File: config.mk
export PLATFORM = sky130hd
export DESIGN_NAME = accumulator_div
export DESIGN_NICKNAME = d
export VERILOG_FILES = /design/src/rtl/accumulator_div.sv
export SDC_FILE = /design/constraint.sdc
export NUM_CORES = 1
export LEC_CHECK = 0
export ABC_AREA = 1
export CORE_MARGIN = 4
export CORE_UTILIZATION = 45
export DETAILED_ROUTE_END_ITERATION = 10
export PLACE_DENSITY = 0.74
export SYNTH_ARGS = -nofsm -noshare
export SYNTH_HDL_FRONTEND = slang
export SYNTH_SLANG_ARGS = --single-unit
File: constraint.sdc
create_clock -name PHI -period 2.1 [get_ports PHI]
set_clock_uncertainty 0.1 [all_clocks]
set_input_delay 0.315 -clock PHI [delete_from_list [all_inputs] [get_ports PHI]]
set_output_delay 0.315 -clock PHI [all_outputs]
set_load 0.03 [all_outputs]
File: src/rtl/accumulator_div.sv
// -----------------------------------------------------------------------------
// accumulator_div
// Unsigned divider using repeated subtraction. A START seen in IDLE latches the
// operands. Each RUN cycle then either subtracts the divisor from the running
// remainder or finishes. Divide-by-zero finishes on the first RUN edge with an
// all-ones quotient and the DIVZ flag set.
//
// State table:
//   state  | meaning
//   IDLE   | waiting for START; last result held on QUOT/REM/DIVZ
//   RUN    | subtracting divisor from REM, one step per edge
//   FIN    | one-cycle completion pulse (DONE), then back to IDLE
//
// Ports:
//   PHI       in   clock, rising edge
//   RST       in   synchronous active-high reset
//   START     in   begin a division (accepted only in IDLE)
//   DIVIDEND  in   [WIDTH] unsigned dividend, sampled on the accepting edge
//   DIVISOR   in   [WIDTH] unsigned divisor, sampled on the accepting edge
//   QUOT      out  [WIDTH] quotient
//   REM       out  [WIDTH] remainder
//   BUSY      out  high in RUN
//   DONE      out  high in FIN
//   DIVZ      out  divide-by-zero flag of the last completed operation
// -----------------------------------------------------------------------------
module accumulator_div #(
    parameter int WIDTH = 4
) (
    input  logic             PHI,
    input  logic             RST,
    input  logic             START,
    input  logic [WIDTH-1:0] DIVIDEND,
    input  logic [WIDTH-1:0] DIVISOR,
    output logic [WIDTH-1:0] QUOT,
    output logic [WIDTH-1:0] REM,
    output logic             BUSY,
    output logic             DONE,
    output logic             DIVZ
);

    typedef enum logic [1:0] {
        S_IDLE = 2'd0,
        S_RUN  = 2'd1,
        S_FIN  = 2'd2
    } state_t;

    state_t           r_state;
    state_t           w_next;
    logic [WIDTH-1:0] r_quot;
    logic [WIDTH-1:0] r_rem;
    logic [WIDTH-1:0] r_d;
    logic             r_divz;
    logic             w_d_zero;
    logic             w_rem_ge;

    assign w_d_zero = (r_d == '0);
    assign w_rem_ge = (r_rem >= r_d);

    // State register
    always_ff @(posedge PHI) begin
        if (RST) begin
            r_state <= S_IDLE;
        end else begin
            r_state <= w_next;
        end
    end

    // Next-state logic
    always_comb begin
        w_next = r_state;
        case (r_state)
            S_IDLE: begin
                if (START) begin
                    w_next = S_RUN;
                end
            end
            S_RUN: begin
                // A zero divisor, or a remainder below the divisor, ends the run.
                if (w_d_zero || !w_rem_ge) begin
                    w_next = S_FIN;
                end
            end
            S_FIN:   w_next = S_IDLE;
            default: w_next = S_IDLE;
        endcase
    end

    // Output logic
    always_comb begin
        BUSY = 1'b0;
        DONE = 1'b0;
        case (r_state)
            S_RUN:   BUSY = 1'b1;
            S_FIN:   DONE = 1'b1;
            default: ;
        endcase
    end

    // Datapath: operand capture and subtract/increment steps.
    // Subtraction only happens when REM >= D with D nonzero, so REM cannot
    // underflow and QUOT peaks at 2^WIDTH-1 (D=1, maximum dividend).
    always_ff @(posedge PHI) begin
        if (RST) begin
            r_quot <= '0;
            r_rem  <= '0;
            r_d    <= '0;
            r_divz <= 1'b0;
        end else begin
            case (r_state)
                S_IDLE: begin
                    if (START) begin
                        r_rem  <= DIVIDEND;
                        r_d    <= DIVISOR;
                        r_quot <= '0;
                        r_divz <= 1'b0;
                    end
                end
                S_RUN: begin
                    if (w_d_zero) begin
                        r_quot <= '1;
                        r_divz <= 1'b1;
                    end else if (w_rem_ge) begin
                        r_rem  <= r_rem - r_d;
                        r_quot <= r_quot + 1'b1;
                    end
                end
                default: ;
            endcase
        end
    end

    assign QUOT = r_quot;
    assign REM  = r_rem;
    assign DIVZ = r_divz;

endmodule

# Word level (Yosys, flattened, before mapping)
# Index checks and enable logic that the tools add are counted.
totals:
  output_inout_bits: 11
  inputBits: 11
  ff_bits: 15
op_classes:
  add_sub_neg: 2
  order_cmp: 1
  reduce_logical: 10
  n_mux: 16
  n_eq_ne: 8
ops:
  columns: ["cell", "n"]
  rows:
  - ["4-bit two-way mux", 6]
  - ["4-bit one-hot mux with 2 select lines", 2]
  - ["2-bit != test (second input constant)", 5]
  - ["3-bit AND reduction", 2]
  - ["4-bit by 1-bit adder with 4-bit output (second input constant)", 1]
  - ["4-bit greater-or-equal comparator", 1]
  - ["4-bit logical NOT", 1]
  - ["1-bit two-way mux", 4]
  - ["2-bit two-way mux", 2]
  - ["2-bit one-hot mux with 2 select lines", 1]
  - ["2-bit AND reduction", 2]
  - ["4-bit AND reduction", 1]
  - ["4-bit subtractor", 1]
  - ["3-bit != test (second input constant)", 1]
  - ["2-bit by 1-bit == test with 1-bit output (second input constant)", 1]
  - ["2-bit == test (second input constant)", 1]
  - ["2-bit logical NOT", 1]
  - ["1-bit one-hot mux with 2 select lines", 1]
  - ["2-bit nonzero test", 1]
  - ["1-bit logical NOT", 1]
  - ["1-bit logical OR", 1]

# Logic depth before layout (Yosys ltp)
# Gate-level depths: netlist of the first run.
logic_depth:
  depth_word: 5
  ltp_mapped: 10

# Least setup slack after synthesis of the first run
# No wires, ideal clock.
synth_path:
  kind: "reg-to-reg"
  from: "register r_rem[0] (netlist: REM[0])"
  to: "register r_rem[3] (netlist: REM[3])"
  setup_slack_ns: 0.197
  setup_ns: 0.067
  path_stages_with_launch: 11
  t_arrival_ns: 1.735
  path_cell_list: "dfxtp_1 > inv_1 > ha_1 > fa_1 > nand2_1 > nand2_1 > nand2_2 > nand2_2 > nand2_4 > nand3_2 > a21oi_2"
synth_via:
  elab_chain_cells: 4
  elab_cells_between_ends: 7
  classes_between: "add/sub: 1; order compare: 1; eq/ne: 1; mux: 3; reduce/logical: 1"
synth_lines:
  columns: ["element", "line", "rtl"]
  rows:
  - ["from (decl)", "50", "logic [WIDTH-1:0] r_rem;"]
  - ["from (signal assigned)", "123", "r_rem <= r_rem - r_d;"]
  - ["4-bit subtractor", "123", null]
  - ["4-bit two-way mux", "122", "end else if (w_rem_ge) begin"]
  - ["4-bit two-way mux", "119", "if (w_d_zero) begin"]
  - ["4-bit one-hot mux with 2 select lines", "109", "case (r_state)"]
# Parallel ways exist; a longest one is shown, timed or not. The select of a mux whose other input is x is not followed.
# A chain may end at the register's enable or synchronous reset.

# Worst setup path after layout of the first run
layout_path:
  from: "register r_state[0]"
  to: "output BUSY"
layout_via:
  elab_chain_cells: 2
layout_lines:
  columns: ["element", "line", "rtl"]
  rows:
  - ["from (decl)", "47", "state_t r_state;"]
  - ["from (signal assigned)", "64", "r_state <= w_next;"]
  - ["2-bit by 1-bit == test with 1-bit output", "92", "case (r_state)"]
  - ["1-bit two-way mux", "92", null]
  - ["to (decl)", "36", "output logic BUSY,"]
# Every way passes these cells.

==> results of run 1 <==
cell usage after synthesis, drive strengths merged:
library cell  number  share of area, %
nand2             29                16
nand3             18                12
a21oi             17               9.8
inv               16               6.6
dfxtp             15                33
nor2               9               4.8
ha                 5               6.9
a211oi             3               2.5
o21ai              3               1.7
or2                3               2.1
buf                2               2.1
clkbuf             1              0.41
fa                 1               2.2
repair_timing:
| item | CTS | global route |
|---|---|---|
| buffers inserted | 0 | 0 |
| setup endpoints to repair | 1 | 0 |
| resized for setup | 1 | 0 |
routing by layer:
| layer | track usage [%] | share of wire [%] | vias to the layer above | wire, µm |
|---|---|---|---|---|
| met2 | 27.5 | 43 | 25 | 891 |
| met1 | 21.4 | 47 | 386 | 986 |
| met3 | 6.20 | 6.1 | 9 | 127 |
| li1 | - | - | 443 | - |
| met5 | 0 | 0 | - | 0 |
| met4 | 11.5 | 3.8 | 0 | 80 |
final timing paths:
check,from,end,slack [ps],depth (start not counted)
worst max register to register,REM[0],REM[1],250,10
worst min-delay path,DIVZ,DIVZ,370,2
worst min register to register,DIVZ,DIVZ,370,2
worst max-delay path,r_state[0],BUSY,220,3
layout make-up:
class / count / area (µm²) / share of cell area, %
timing repair buffer: 21 / 209 / 18.2
clock inverter: 1 / 5.00 / 0.435
inverter: 16 / 60.1 / 5.22
clock buffer: 3 / 22.5 / 1.96
multi-input combinational: 88 / 523 / 45.4
tap: 25 / 31.3 / 2.72
sequential: 15 / 300 / 26.1
state kept, by name (all words and copies together), names as in the netlist:
signal / cells
r_d: 4
r_state: 2
REM: 4
QUOT: 4
DIVZ: 1
where the power goes:
| part | internal, mW | switching [mW] | leakage (nW) | total, mW |
|---|---|---|---|---|
| clock network | 0.0711 | 0.106 | 0.0177 | 0.177 |
| logic | 0.131 | 0.206 | 0.337 | 0.337 |
| registers | 0.311 | 0.0235 | 0.123 | 0.334 |
stage by stage:
step	utilization [%]	area, µm²	std cells
6_report	63.2	1150	169
5_1_grt	63.2	1150	169
4_1_cts	63.2	1150	169
3_5_place_dp	61.8	1120	165
3_3_place_gp	61.8	1120	165
2_1_floorplan	-	906	122
cell families after synthesis:
group	after synthesis
AND/OR/NAND/NOR	59
flip-flops	15
adder cells (fa/ha/maj)	6
AO/OA/AOI/OAI	23
buffers and inverters	19
worst register-to-register path, stage by stage (launching register included):
cell and delay, ps:
dfxtp_1 360, inv_1 60, ha_1 220, fa_1 390, nand2_1 80, nand2_1 60
nand2_2 90, nand2_2 130, nand2_4 110, nand2_1 60, a21oi_1 130
==> reports/qor.txt, run 1 <==
WS Path Type - flip-flop to primary output
Status - finished clean
CTS Hold Bufs - 0
Overall routed net length - 2090 µm
Cell variety after synth - 24
CP required - 1680 ps
GRT Resource Usage Total - 18.1%
Lkg Pwr - 0.477 nW
Worst rel slew slack - 62.0%
Main combinational cell family by area after synthesis - simple AND/OR/NAND/NOR gates
DR WL/cell - 12.3 µm
CP peak stage delay - 410 ps
CTS tree - done
Initial Utilization - 49.8%
Most frequent cells in the layout - nand2_1, clkdlybuf4s50_1, a21oi_1, nand3_1, dfxtp_1
Die width - 52.9 µm
Mapped Area - 906 µm²
Post-synthesis register bit count - 15
DR iter-0 viols - 16
Layout cells sized above 1 - 16.0%
Clock sinks - 15
CP max stage cell - dlygate4sd2_1
Gp weighted congestion - 0.834
Critical path, cell by cell - nand2_2, inv_2, dlygate4sd2_1
Ant diodes - 0
Row count - 15
Place WS - 272 ps
Clk buf depth - 2
Post-synthesis simple-gate area fraction - 34.7%
Hold Violations, Final - 0
Mux contribution to synthesized area - 0%
Family with the most delay on the worst path - buffers and inverters
Max cap viols - 0
Routed Antenna Nets - 0
Cells after synthesis - 122
Final min period - 1880 ps
Max-slew violations - 0
Largest net degree at the start of global routing - 17
Detailed-route via count - 863
PnR Total Power - 848 µW
H-tree lvl count - 1
First-pass GRT wire length - 3630 µm
Die height - 52.9 µm
Startpoint Class - flip-flop
Buffers & Inverters on Critical Path - 2
Initial antenna violation count - 0
CP endpoint kind - primary output
Clock root buffer master - clkbuf_4
Drt pass-1 iters - 4
Complex-gate fraction of the synthesized area - 14.0%
Congestion Overflow GR - 0
HPWL Detailed - 1570 µm
TritonCTS buffer count - 3
Total power per unit cell area - 737 nW/µm²
Mapped Nets - 139
Worst IR Drop VDD - 0.415 mV
Critical path peak fanout - 12
Final hold slack - 370 ps
DR DRC count - 0
Final worst slack - 223 ps
Full die area - 2790 µm²
Critical path arrival - 1460 ps
RSZ-0062 raised after global routing - no
Min-delay worst type - flip-flop to flip-flop
Xor-xnor portion of the synthesized cell area - 0%
Fillers - 175
Endpoints failing setup - 0
NumNets Final - 162
Core Region - 1820 µm²
Worst-Skew Late Latency - 300 ps
Tightest Pin Transition - 568 ps
Number of port buffers - 21
Synth Warn # - 0
Clk slew on worst S/H paths - 100 ps
Sequential area share after synthesis - 33.1%
Max Clk Rate - 0.533 GHz
Commonest non-fill, non-tap cell in the layout - nand2_1
Adder-cell share of the synthesized area - 9.12%
Setup TNS - 0 ps
Area Overhead vs Synth - 27.1%
Io pins - 22
Fin crit share - 89.4%
Vias per Instance - 5.11
Vias in the first global route - 848
Avg Inst Size Synth - 7.43 µm²
Power figures use the tool's default switching activity.
==> inputs of run 2 (changes only) <==
GPL_TIMING_DRIVEN = 1   (was unset)
==> results of run 2 <==
No change in the layout: final DEF, timing and power equal those of run 1.
